**config.mk**
```make
export PLATFORM = sky130hd
export DESIGN_NAME = shift_rotate_pipe
export DESIGN_NICKNAME = d
export VERILOG_FILES = /design/src/rtl/shift_rotate_pipe.sv
export SDC_FILE = /design/constraint.sdc
export NUM_CORES = 1
export LEC_CHECK = 0
export CORE_MARGIN = 2
export CORE_UTILIZATION = 45
export DETAILED_ROUTE_END_ITERATION = 6
export PLACE_DENSITY = 0.77
export SETUP_SLACK_MARGIN = 0.15
export SLEW_MARGIN = 5
export SYNTH_ARGS = -nofsm -noshare
export SYNTH_HDL_FRONTEND = slang
export SYNTH_SLANG_ARGS = --single-unit
```
**constraint.sdc**
```tcl
create_clock -name clk -period 2.5 [get_ports clk]
set_input_delay 0.5 -clock clk [delete_from_list [all_inputs] [get_ports clk]]
set_output_delay 0.5 -clock clk [all_outputs]
set_load 0.01 [all_outputs]
```
**src/rtl/shift_rotate_pipe.sv**
```systemverilog
// Pipelined barrel shifter/rotator with valid/ready handshakes.
// Supports LSL, LSR, ASR, ROR, RRX and an even-amount immediate rotate.
module shift_rotate_pipe #(
  parameter int WIDTH = 32,
  parameter int STAGES = 2,
  localparam int AMTW = $clog2(WIDTH) + 1
) (
  input  logic             clk,
  input  logic             rst,
  input  logic             in_valid,
  output logic             in_ready,
  input  logic [WIDTH-1:0] a,
  input  logic [AMTW-1:0]  b,
  input  logic [2:0]       mode,
  input  logic             carry_in,
  output logic             out_valid,
  input  logic             out_ready,
  output logic [WIDTH-1:0] z,
  output logic             carry_out,
  output logic             illegal
);

  localparam int LW = $clog2(WIDTH);

  typedef enum logic [2:0] {
    OP_LSL,
    OP_LSR,
    OP_ASR,
    OP_ROR,
    OP_RRX,
    OP_IMM,
    OP_ILL
  } op_t;

  op_t             op_in;
  logic [AMTW-1:0] amt_in;
  logic            en;

  assign en = !out_valid || out_ready;
  assign in_ready = en && !rst;

  always_comb begin
    op_in = OP_ILL;
    amt_in = b;
    unique case (1'b1)
      (mode == 3'b000): op_in = OP_LSL;
      (mode == 3'b001): op_in = OP_LSR;
      (mode == 3'b010): op_in = OP_ASR;
      (mode == 3'b011): op_in = OP_ROR;
      (mode == 3'b100): op_in = OP_RRX;
      (mode == 3'b101): begin
        op_in = OP_IMM;
        amt_in = AMTW'({b[LW-2:0], 1'b0});
      end
      default: op_in = OP_ILL;
    endcase
  end

  // Result packed as {illegal, carry, z}; double-width shifts land the
  // carry bit at a fixed position for every in-range and oversize amount.
  function automatic logic [WIDTH+1:0] calc(
    input op_t             op,
    input logic [AMTW-1:0] n,
    input logic [WIDTH-1:0] x,
    input logic            ci
  );
    logic [2*WIDTH-1:0] t;
    logic [WIDTH-1:0]   r;
    logic               c;
    logic               il;
    t = {x, x} >> n[LW-1:0];
    r = x;
    c = ci;
    il = 1'b0;
    unique case (op)
      OP_LSL: if (n != '0) begin
        t = {{WIDTH{1'b0}}, x} << n;
        r = t[WIDTH-1:0];
        c = t[WIDTH];
      end
      OP_LSR: if (n != '0) begin
        t = {x, {WIDTH{1'b0}}} >> n;
        r = t[2*WIDTH-1:WIDTH];
        c = t[WIDTH-1];
      end
      OP_ASR: if (n != '0) begin
        t = $signed({x, {WIDTH{1'b0}}}) >>> n;
        r = t[2*WIDTH-1:WIDTH];
        c = t[WIDTH-1];
      end
      OP_ROR, OP_IMM: if (n != '0) begin
        r = t[WIDTH-1:0];
        c = r[WIDTH-1];
      end
      OP_RRX: begin
        r = {ci, x[WIDTH-1:1]};
        c = x[0];
      end
      default: il = 1'b1;
    endcase
    return {il, c, r};
  endfunction

  if (STAGES == 2) begin : g_two
    op_t              s1_op;
    logic [AMTW-1:0]  s1_amt;
    logic [WIDTH-1:0] s1_a;
    logic             s1_cin;
    logic             s1_valid;
    logic [WIDTH+1:0] res;

    assign res = calc(s1_op, s1_amt, s1_a, s1_cin);

    always_ff @(posedge clk) begin
      if (rst) begin
        s1_valid <= 1'b0;
        out_valid <= 1'b0;
        z <= '0;
        carry_out <= 1'b0;
        illegal <= 1'b0;
      end else if (en) begin
        s1_valid <= in_valid;
        if (in_valid) begin
          s1_op <= op_in;
          s1_amt <= amt_in;
          s1_a <= a;
          s1_cin <= carry_in;
        end
        out_valid <= s1_valid;
        if (s1_valid) {illegal, carry_out, z} <= res;
      end
    end
  end else begin : g_one
    logic [WIDTH+1:0] res;

    assign res = calc(op_in, amt_in, a, carry_in);

    always_ff @(posedge clk) begin
      if (rst) begin
        out_valid <= 1'b0;
        z <= '0;
        carry_out <= 1'b0;
        illegal <= 1'b0;
      end else if (en) begin
        out_valid <= in_valid;
        if (in_valid) {illegal, carry_out, z} <= res;
      end
    end
  end

endmodule

```
# ---- Yosys cells after proc, flatten, opt, wreduce, memory -nomap -nowiden
# Index checks and enable logic that the tools add are counted.
# W data, S select, Z words.
dict set report totals {
  mem_count 0
  register_bits 78
  latch_bits 0
  output_inout_bits 36
  ram_bits 0
  inputBits 46
  wordCells 49
  romBits 0
}
dict set report op_classes {
  mux 13
  div_mod_pow 0
  bitwise_logic 1
  multipliers 0
  reduce_logical 11
  magnitude_cmp 0
  shifts 4
  n_eq_ne 10
  n_addsub 0
}
# operator n
set ops {}
lappend ops {{$pmux W32 S5} 1}
lappend ops {{$mux W32} 4}
lappend ops {{$shr A64 B5 Y32} 1}
lappend ops {{$shr A64 B6 Y64} 1}
lappend ops {{$sshr A64 B6 Y64} 1}
lappend ops {{$shl A32 B6 Y33} 1}
lappend ops {{$pmux W3 S6} 1}
lappend ops {{$eq A3 B2 Y1 const B} 4}
lappend ops {{$eq A3 B3 Y1 const B} 4}
lappend ops {{$eq A3 B1 Y1 const B} 2}
lappend ops {{$logic_not A3 Y1} 2}
lappend ops {{$reduce_bool A6 Y1} 1}
lappend ops {{$reduce_or A6 Y1} 1}
lappend ops {{$mux W1} 5}
lappend ops {{$mux W5} 1}
lappend ops {{$pmux W1 S5} 1}
lappend ops {{$reduce_and A3 Y1} 1}
lappend ops {{$logic_not A1 Y1} 2}
lappend ops {{$reduce_and A2 Y1} 1}
lappend ops {{$reduce_or A2 Y1} 1}
lappend ops {{$logic_and A1 B1 Y1} 1}
lappend ops {{$logic_or A1 B1 Y1} 1}
lappend ops {{$not A1 Y1} 1}

# ---- Longest topological paths before layout
# Gate-level depths: netlist of the first run.
dict set report depth {
  ltp_word 3
  mapped_depth 12
  depth_no_buf 7
}

# ---- Worst setup path after synthesis of the first run
# OpenSTA, ideal clock, no wires.
dict set report synth_path {
  path_type {register to register}
  startpoint {register g_two.s1_amt[0]}
  endpoint {register z[31]}
  path_stages_with_launch 11
  t_arrival_ns 2.287
  required_ns 2.383
  period_less_slack_ns 2.404
  setup_ns 0.117
  setup_slack_ns 0.096
  path_cell_list {edfxtp_1 > buf_2 > buf_6 > buf_6 > mux2i_1 > inv_1 > mux4_2 > mux2i_1 > o211a_1 > o221ai_1 > a32o_1}
}
dict set report synth_via {
  elab_chain_cells 3
  word_cells_on_any_way 10
  classes_between {shift (4); mux (5); reduce/logical (1)}
}
# item line
set synth_rtl {}
lappend synth_rtl {{start, declared} 106} ;# logic [AMTW-1:0] s1_amt;
lappend synth_rtl {{start signal, assigned} 125} ;# s1_amt <= amt_in;
lappend synth_rtl {{$sshr A64 B6 Y64, or another cell as far along} 87} ;# t = $signed({x, {WIDTH{1'b0}}}) >>> n;
lappend synth_rtl {{$mux W32, on equally long branches} --}
lappend synth_rtl {{$pmux W32 S5 *} 75} ;# unique case (op)
lappend synth_rtl {{end signal, assigned} 130} ;# if (s1_valid) {illegal, carry_out, z} <= res;
lappend synth_rtl {{end, declared} 18} ;# output logic [WIDTH-1:0] z,
# Every way passes the cells marked *; elsewhere a longest branch is shown, timed or not.
# A chain may end at the register's enable or synchronous reset.

# ---- Worst setup path in the final report of the first run
dict set report layout_path {
  startpoint {register g_two.s1_amt[0]}
  endpoint {register z[17]}
}
# Same word-level chain as after synthesis.

==> results.py, run 1 <==
metrics = {
    "setup_path": {
        "crit_fanout": 5,
        "cpMaxStageDelayCell": "mux4_2",
        "cp.arrival_ns": 3.07,
        "path_cells": "buf_6 > buf_12 > buf_16 > mux2_4 > mux4_2 > a31oi_4 > o2111ai_4 > a211oi_2 > buf_4 > a2111oi_4",
        "critPathCaptureType": "flip-flop",
        "path_delay_family": "multiplexers",
        "reg2regPathDepth": 10,
        "reg2reg_slack_ns": -0.33,
        "required_ns": 2.74,
        "crit_path_start_kind": "flip-flop",
        "rr_endpoint": "z[17]",
        "path_depth": 10,
        "critPathBufInv": 4,
        "critPathLaunch": "g_two.s1_amt[0]",
        "crit_end": "z[17]",
        "criticalPathCategory": "flip-flop to flip-flop",
        "r2r_start": "g_two.s1_amt[0]",
        "cpPeakStageDelay_ns": 0.59,
    },
    "pwr": {
        "leakage_nw": 5.51,
        "seqPwrFrac_pct": 28.2,
        "ir_worst_vdd_v": 0.000383,
        "power_switching_mw": 2.04,
        "combPwrFrac_pct": 46.3,
        "switching_share_pct": 38.2,
        "pwr_density_cell_mw_per_mm2": 377,
        "pwr-share-clk_pct": 25.5,
        "p_int_mw": 3.30,
    },
    "synth": {
        "synth.area.mux_share_pct": 29.7,
        "yosys.cell_types.count": 86,
        "netlist_area_sq_mm": 0.00889,
        "ys_ff_latch": 78,
        "synth-seq-area-share_pct": 22.3,
        "yosysWarnings": 0,
        "avgSynthCellArea_sq_um": 8.72,
        "synth-simple-area-share_pct": 17.8,
        "synthTopCellsByArea": "mux4_2 16%, edfxtp_1 14%, dfxtp_1 8.1%",
        "synth_top_family_by_area": "multiplexers",
        "synthesis.nets": 1066,
        "async_reset_ff_share_pct": 0,
        "synth_area_leader_cell": "mux4_2",
        "synth_edf_count": 42,
        "synth_xor_xnor_area_share_pct": 0.197,
        "synthFlopType": "edfxtp_1",
        "synth_top_area_share_pct": 15.7,
        "synthAdderAreaFrac_pct": 0,
        "synth-compound-area-share_pct": 22.9,
        "syn_inst": 1020,
    },
    "outcome": {
        "status": "complete, but fails checks",
        "violations": "negative setup slack",
    },
    "route": {
        "wirelength_mm": 53.4,
        "ant_nets": 0,
        "drt_iter0_drc": 1854,
        "routed_via_density": 7.05,
        "drc_errors": 0,
        "vias": 11600,
        "dr.pass1.iters": 6,
        "avgRoutedWirePerCell_um": 32.4,
    },
    "placement": {
        "portBuffers": 81,
        "place.detailed.hpwl_mm": 37.5,
        "gp_congestion": 1.12,
        "dpl.cell_count": 1583,
    },
    "timing": {
        "fin_ws_ns": -0.331,
        "maxSlewViolCount": 0,
        "min_period_over_period_pct": 113,
        "rsz0062_at_grt": "true",
        "final_hold_viol_count": 0,
        "setup_viol": 33,
        "min_period_ns": 2.83,
        "whs_ns": 0.459,
        "setup_tns_ns": -6.56,
        "fin_skew_ns": 0.0125,
        "fmax_ghz": 0.353,
        "timing.slew.headroom_pct": 42.0,
        "worst_slew_pin_slew_ns": 0.868,
    },
    "grt": {
        "grt_max_degree": 57,
        "grt-ovfl-total": 0,
        "first_global_vias": 10900,
        "antenna_found_initial": 0,
        "grt_pass1_wl_mm": 72.1,
        "grt_usage_pct": 48.3,
    },
    "clock_network": {
        "clk_pin_slew_ns": 0.08,
        "clk_latency_ns": 0.37,
        "cts.htree.levels": 3,
        "cts_tree": "done",
        "cts_buffers": 9,
        "cts.sinks": 78,
        "clock_path_buffers": 2,
        "cts_root_buffer": "clkbuf_16",
    },
    "flow_run": {
        "maxCapViolations": 0,
    },
    "layout": {
        "nNetsFinal": 1425,
        "drive_gt1_share_pct": 49.0,
        "diodes": 0,
        "utilization_pct": 73.1,
        "syn_to_final_growth_pct": 59.5,
        "instances_no_fill": 1649,
        "n_fill_cell": 1432,
    },
    "floorplan": {
        "rows": 51,
        "core_area_sq_mm": 0.0194,
        "pin_count": 82,
        "start_util_pct": 45.8,
        "die_w_um": 145,
        "chipHeight_um": 145,
        "die_area_sq_mm": 0.0209,
    },
    "worst_hold_path": {
        "hp-class": "flip-flop to flip-flop",
    },
}
[cells by family after synthesis]
group,Yosys count
AOI/OAI and AO/OA,291
xor gates and xnor gates,2
buffers and inverters,132
DFF,78
muxes,179
and+or+nand+nor,338
[per-stage QoR]
step | worst slack (ns) | total power [mW] | area, sq um
after floorplan | 0.128 | 2.44 | 8900
after CTS | -0.227 | 4.96 | 13300
after global placement | -0.533 | 3.44 | 12100
after detailed placement | -0.498 | 3.46 | 12100
after global routing | -0.336 | 5.42 | 14200
final | -0.331 | 5.34 | 14200
[cells in the mapped netlist (22+ instances only)]
| library cell | n |
|---|---|
| nor2_1 | 127 |
| nand2_1 | 81 |
| mux2i_1 | 70 |
| clkbuf_1 | 64 |
| mux4_2 | 62 |
| a21oi_1 | 59 |
| a211oi_1 | 42 |
| edfxtp_1 | 42 |
| o21ai_0 | 39 |
| dfxtp_1 | 36 |
| buf_2 | 32 |
| mux2_2 | 32 |
| nand3_1 | 25 |
| nor3_1 | 22 |
[worst register-to-register path: stages, from the launching register on]
cell and delay, ns:
edfxtp_1 0.43, buf_6 0.17, buf_12 0.15, buf_16 0.15, mux2_4 0.31, mux4_2 0.59, a31oi_4 0.25, o2111ai_4 0.18
a211oi_2 0.26, buf_4 0.15, a2111oi_4 0.04
[sequential cells by signal, summed over array words and instances (netlist names)]
name            count
g_two.s1_cin        1
illegal             1
g_two.s1_valid      1
out_valid           1
g_two.s1_op         3
z                  32
g_two.s1_a         32
g_two.s1_amt        6
carry_out           1
[worst min-delay path by stage]
stage                end  depth (start not counted)  start
floorplan           z[0]                          2   z[0]
CTS                 z[0]                          2   z[0]
global route        z[0]                          2   z[0]
finish              z[5]                          2   z[5]
global placement    z[0]                          2   z[0]
detailed placement  z[0]                          2   z[0]
[layout by cell type (no fill, tap or decap), types with 6 or more instances in the layout]
cell and n:
o22ai_1 8, nand2b_1 10, a211oi_1 29, inv_1 7, buf_6 28, o21a_1 7, o21ai_1 13, mux4_2 62
a21oi_2 20, o21ai_2 9, nor4_2 7, o211ai_1 9, a21o_1 6, mux2i_4 7, a21oi_1 40, a22oi_1 6
mux2i_2 14, clkdlybuf4s50_1 80, and3_1 10, clkbuf_16 12, a2111oi_2 8, nor4_1 6, mux2_2 24, dfxtp_1 36
nor3_1 13, nand2_1 78, a31oi_1 6, o21ai_0 25, a211oi_2 13, nor2b_1 11, nor2_2 16, mux2i_1 50
buf_4 331, buf_16 6, edfxtp_1 42, nand3_1 20, nor2_1 107, nor3_2 6, mux2_4 17, buf_12 15
[what timing repair did]
action / in CTS / in global routing
hold buffers: 0 / 0
endpoints found under the setup margin: 34 / 33
gates cloned: 6 / 3
buffers inserted: 19 / 22
resized for setup: 144 / 133
pin swaps: 49 / 67
hold endpoints to repair: 0 / 0
[per-layer routing]
metal	track usage, %	share of wire [%]	vias up
met5	0	0	-
met4	32.8	9.7	0
met3	11.3	14	351
met2	71.8	41	1113
met1	62.2	35	5477
li1	-	-	4687
[final cells by class]
type                       count  area [sq um]  share of cell area [%]
multi-input combinational    810          7310                    51.5
tap                          265           332                    2.34
clock inverter                 6          46.3                   0.326
timing repair buffer         469          4230                    29.8
sequential                    78          1980                    14.0
clock buffer                  10           239                    1.69
inverter                      11          48.8                   0.344
[power by group through the flow]
| stage | Sequential, mW | Clock (mW) | Combinational [mW] |
|---|---|---|---|
| after floorplan | 1.51 | 0 | 0.933 |
| after global placement | 1.52 | 0 | 1.92 |
| after detailed placement | 1.53 | 0 | 1.93 |
| after CTS | 1.50 | 1.34 | 2.13 |
| after global routing | 1.51 | 1.39 | 2.52 |
| final | 1.51 | 1.36 | 2.47 |
(Power assumes the default switching activity.)
==> run 2, diff against run 1 <==
Clock period 2.5 ns to 2.6 ns, I/O delays scaled along.
==> results.py, run 2 (synthesis gave the netlist of run 1 again) <==
metrics = {
    "clock_network": {
        "clk_pin_slew_ns": 0.07,
        "cts.htree.levels": 3,
        "cts_buffers": 9,
        "cts.sinks": 78,
        "cts_hold_buf": 0,
        "clk_latency_ns": 0.36,
        "clock_path_buffers": 2,
        "cts_root_buffer": "clkbuf_16",
        "cts_tree": "done",
    },
    "setup_path": {
        "critPathCaptureType": "flip-flop",
        "crit_fanout": 9,
        "criticalPathCategory": "flip-flop to flip-flop",
        "cp.arrival_ns": 3.07,
        "required_ns": 2.86,
        "crit_path_start_kind": "flip-flop",
    },
    "route": {
        "wirelength_mm": 51.9,
        "avgRoutedWirePerCell_um": 32.8,
        "drt_iter0_drc": 1659,
        "drc_errors": 4,
        "dr.pass1.iters": 7,
        "ant_nets": 0,
        "vias": 11300,
        "routed_via_density": 7.15,
    },
    "layout": {
        "mostFrequentLayoutCells": "283 x buf_4, 116 x nor2_1, 80 x clkdlybuf4s50_1",
        "syn_to_final_growth_pct": 48.0,
        "largestRegisters": "g_two.s1_a (32), z (32), g_two.s1_amt (6)",
        "n_fill_cell": 1535,
        "design_area_sq_mm": 0.0132,
        "final_common_cell": "buf_4",
        "nNetsFinal": 1359,
        "instances_no_fill": 1584,
        "drive_gt1_share_pct": 40.8,
    },
    "placement": {
        "place.detailed.hpwl_mm": 37.4,
        "dpl.cell_count": 1539,
        "place_ws_ns": -0.444,
        "portBuffers": 81,
        "gp_congestion": 1.06,
        "place_area_sq_mm": 0.0119,
    },
    "floorplan": {
        "start_util_pct": 45.8,
        "die_area_sq_mm": 0.0209,
        "chipHeight_um": 145,
        "core_area_sq_mm": 0.0194,
        "rows": 51,
        "pin_count": 82,
        "die_w_um": 145,
    },
    "pwr": {
        "pwr_density_cell_mw_per_mm2": 384,
        "p_total_mw": 5.05,
        "ir_worst_vdd_v": 0.000381,
        "leakage_nw": 5.05,
    },
    "outcome": {
        "violations": "design-rule violations, negative setup slack",
        "status": "complete, but fails checks",
    },
    "grt": {
        "grt_pass1_wl_mm": 70.7,
        "grt_usage_pct": 47.6,
        "first_global_vias": 10500,
        "antenna_found_initial": 0,
        "grt-ovfl-total": 0,
        "grt_max_degree": 60,
    },
    "timing": {
        "whs_ns": 0.457,
        "timing.slew.headroom_pct": 36.5,
        "final_hold_viol_count": 0,
        "fin_skew_ns": 0.0102,
        "rsz0062_at_grt": "true",
        "worst_slew_pin_slew_ns": 0.929,
        "min_period_ns": 2.81,
        "fmax_ghz": 0.355,
        "min_period_over_period_pct": 108,
        "setup_viol": 28,
        "maxSlewViolCount": 0,
        "fin_ws_ns": -0.214,
    },
    "flow_run": {
        "maxCapViolations": 0,
    },
    "worst_hold_path": {
        "hp-class": "flip-flop to flip-flop",
    },
}
## run 2: cell count changes in the layout (fill, tap and decap cells not counted), moves of 6 or more
cell	before	now
a21oi_2	20	14
buf_12	15	22
buf_6	28	12
nor2_2	16	9
nor3_1	13	19
o21ai_0	25	33
a21oi_1	40	46
o21ai_2	9	3
buf_4	331	283
mux2_4	17	7
nor2_1	107	116
mux2_1	5	11
## run 2: final cells by class
cell class              instances  area (sq um)  area share (%)
well taps                     265           332            2.52
diodes                          1          2.50          0.0190
repair buffers                403          3630            27.6
flip-flops and latches         78          1980            15.1
clock buffers                  11           233            1.77
multi-input cells             810          6840            52.0
clock inverters                 5          83.8           0.637
inverters                      11          45.0           0.342
## run 2: critical path, cell delays in order, from the launching register on
cell and delay (ns):
edfxtp_1 0.39, buf_6 0.18, buf_12 0.15, buf_12 0.14, buf_6 0.15, nand2b_1 0.19, mux4_2 0.57, o22a_1 0.27
a21oi_2 0.14, a211oi_1 0.06, buf_4 0.17, a2111oi_2 0.31
## run 2: routing by layer
layer	vias up	global-route usage (%)	routed length, um
met1	5222	64.1	18800
met2	1204	67.4	20600
li1	4543	-	-
met3	350	14.1	7560
met4	0	28.4	4890
met5	-	0	0
## run 2: per-stage QoR
step                util [%]  setup TNS, ns
floorplan                  -              0
global placement        61.5          -2.19
detailed placement      61.5          -3.02
CTS                     64.9         -0.657
global route            67.8          -4.46
finish                  67.8          -2.86
## run 2: what timing repair did
item / CTS / global route
buffers inserted: 4 / 19
gates cloned: 2 / 3
gates resized for setup: 64 / 80
endpoints found under the setup margin: 32 / 34
pin swaps: 14 / 29
## run 2: worst paths after layout
kind | startpoint | end | slack [ns] | cells after the start
worst max register to register | g_two.s1_amt[0] | z[17] | -0.21 | 11
worst min register to register | z[0] | z[0] | 0.46 | 2
worst max-delay path | g_two.s1_amt[0] | z[17] | -0.21 | 11
worst min-delay path | z[0] | z[0] | 0.46 | 2
## run 2: report_power, final
part,switching (mW),internal [mW],total (mW)
logic,1.16,0.978,2.14
clock network,0.606,0.846,1.45
registers,0.0885,1.37,1.46
total,1.85,3.20,5.05
==> run 3, diff against run 2 <==
Settings changed: ABC_CLOCK_PERIOD_IN_PS set to 2600.
==> results of run 3 <==
Same layout as run 2: the final DEF is identical, and so are final timing and power.
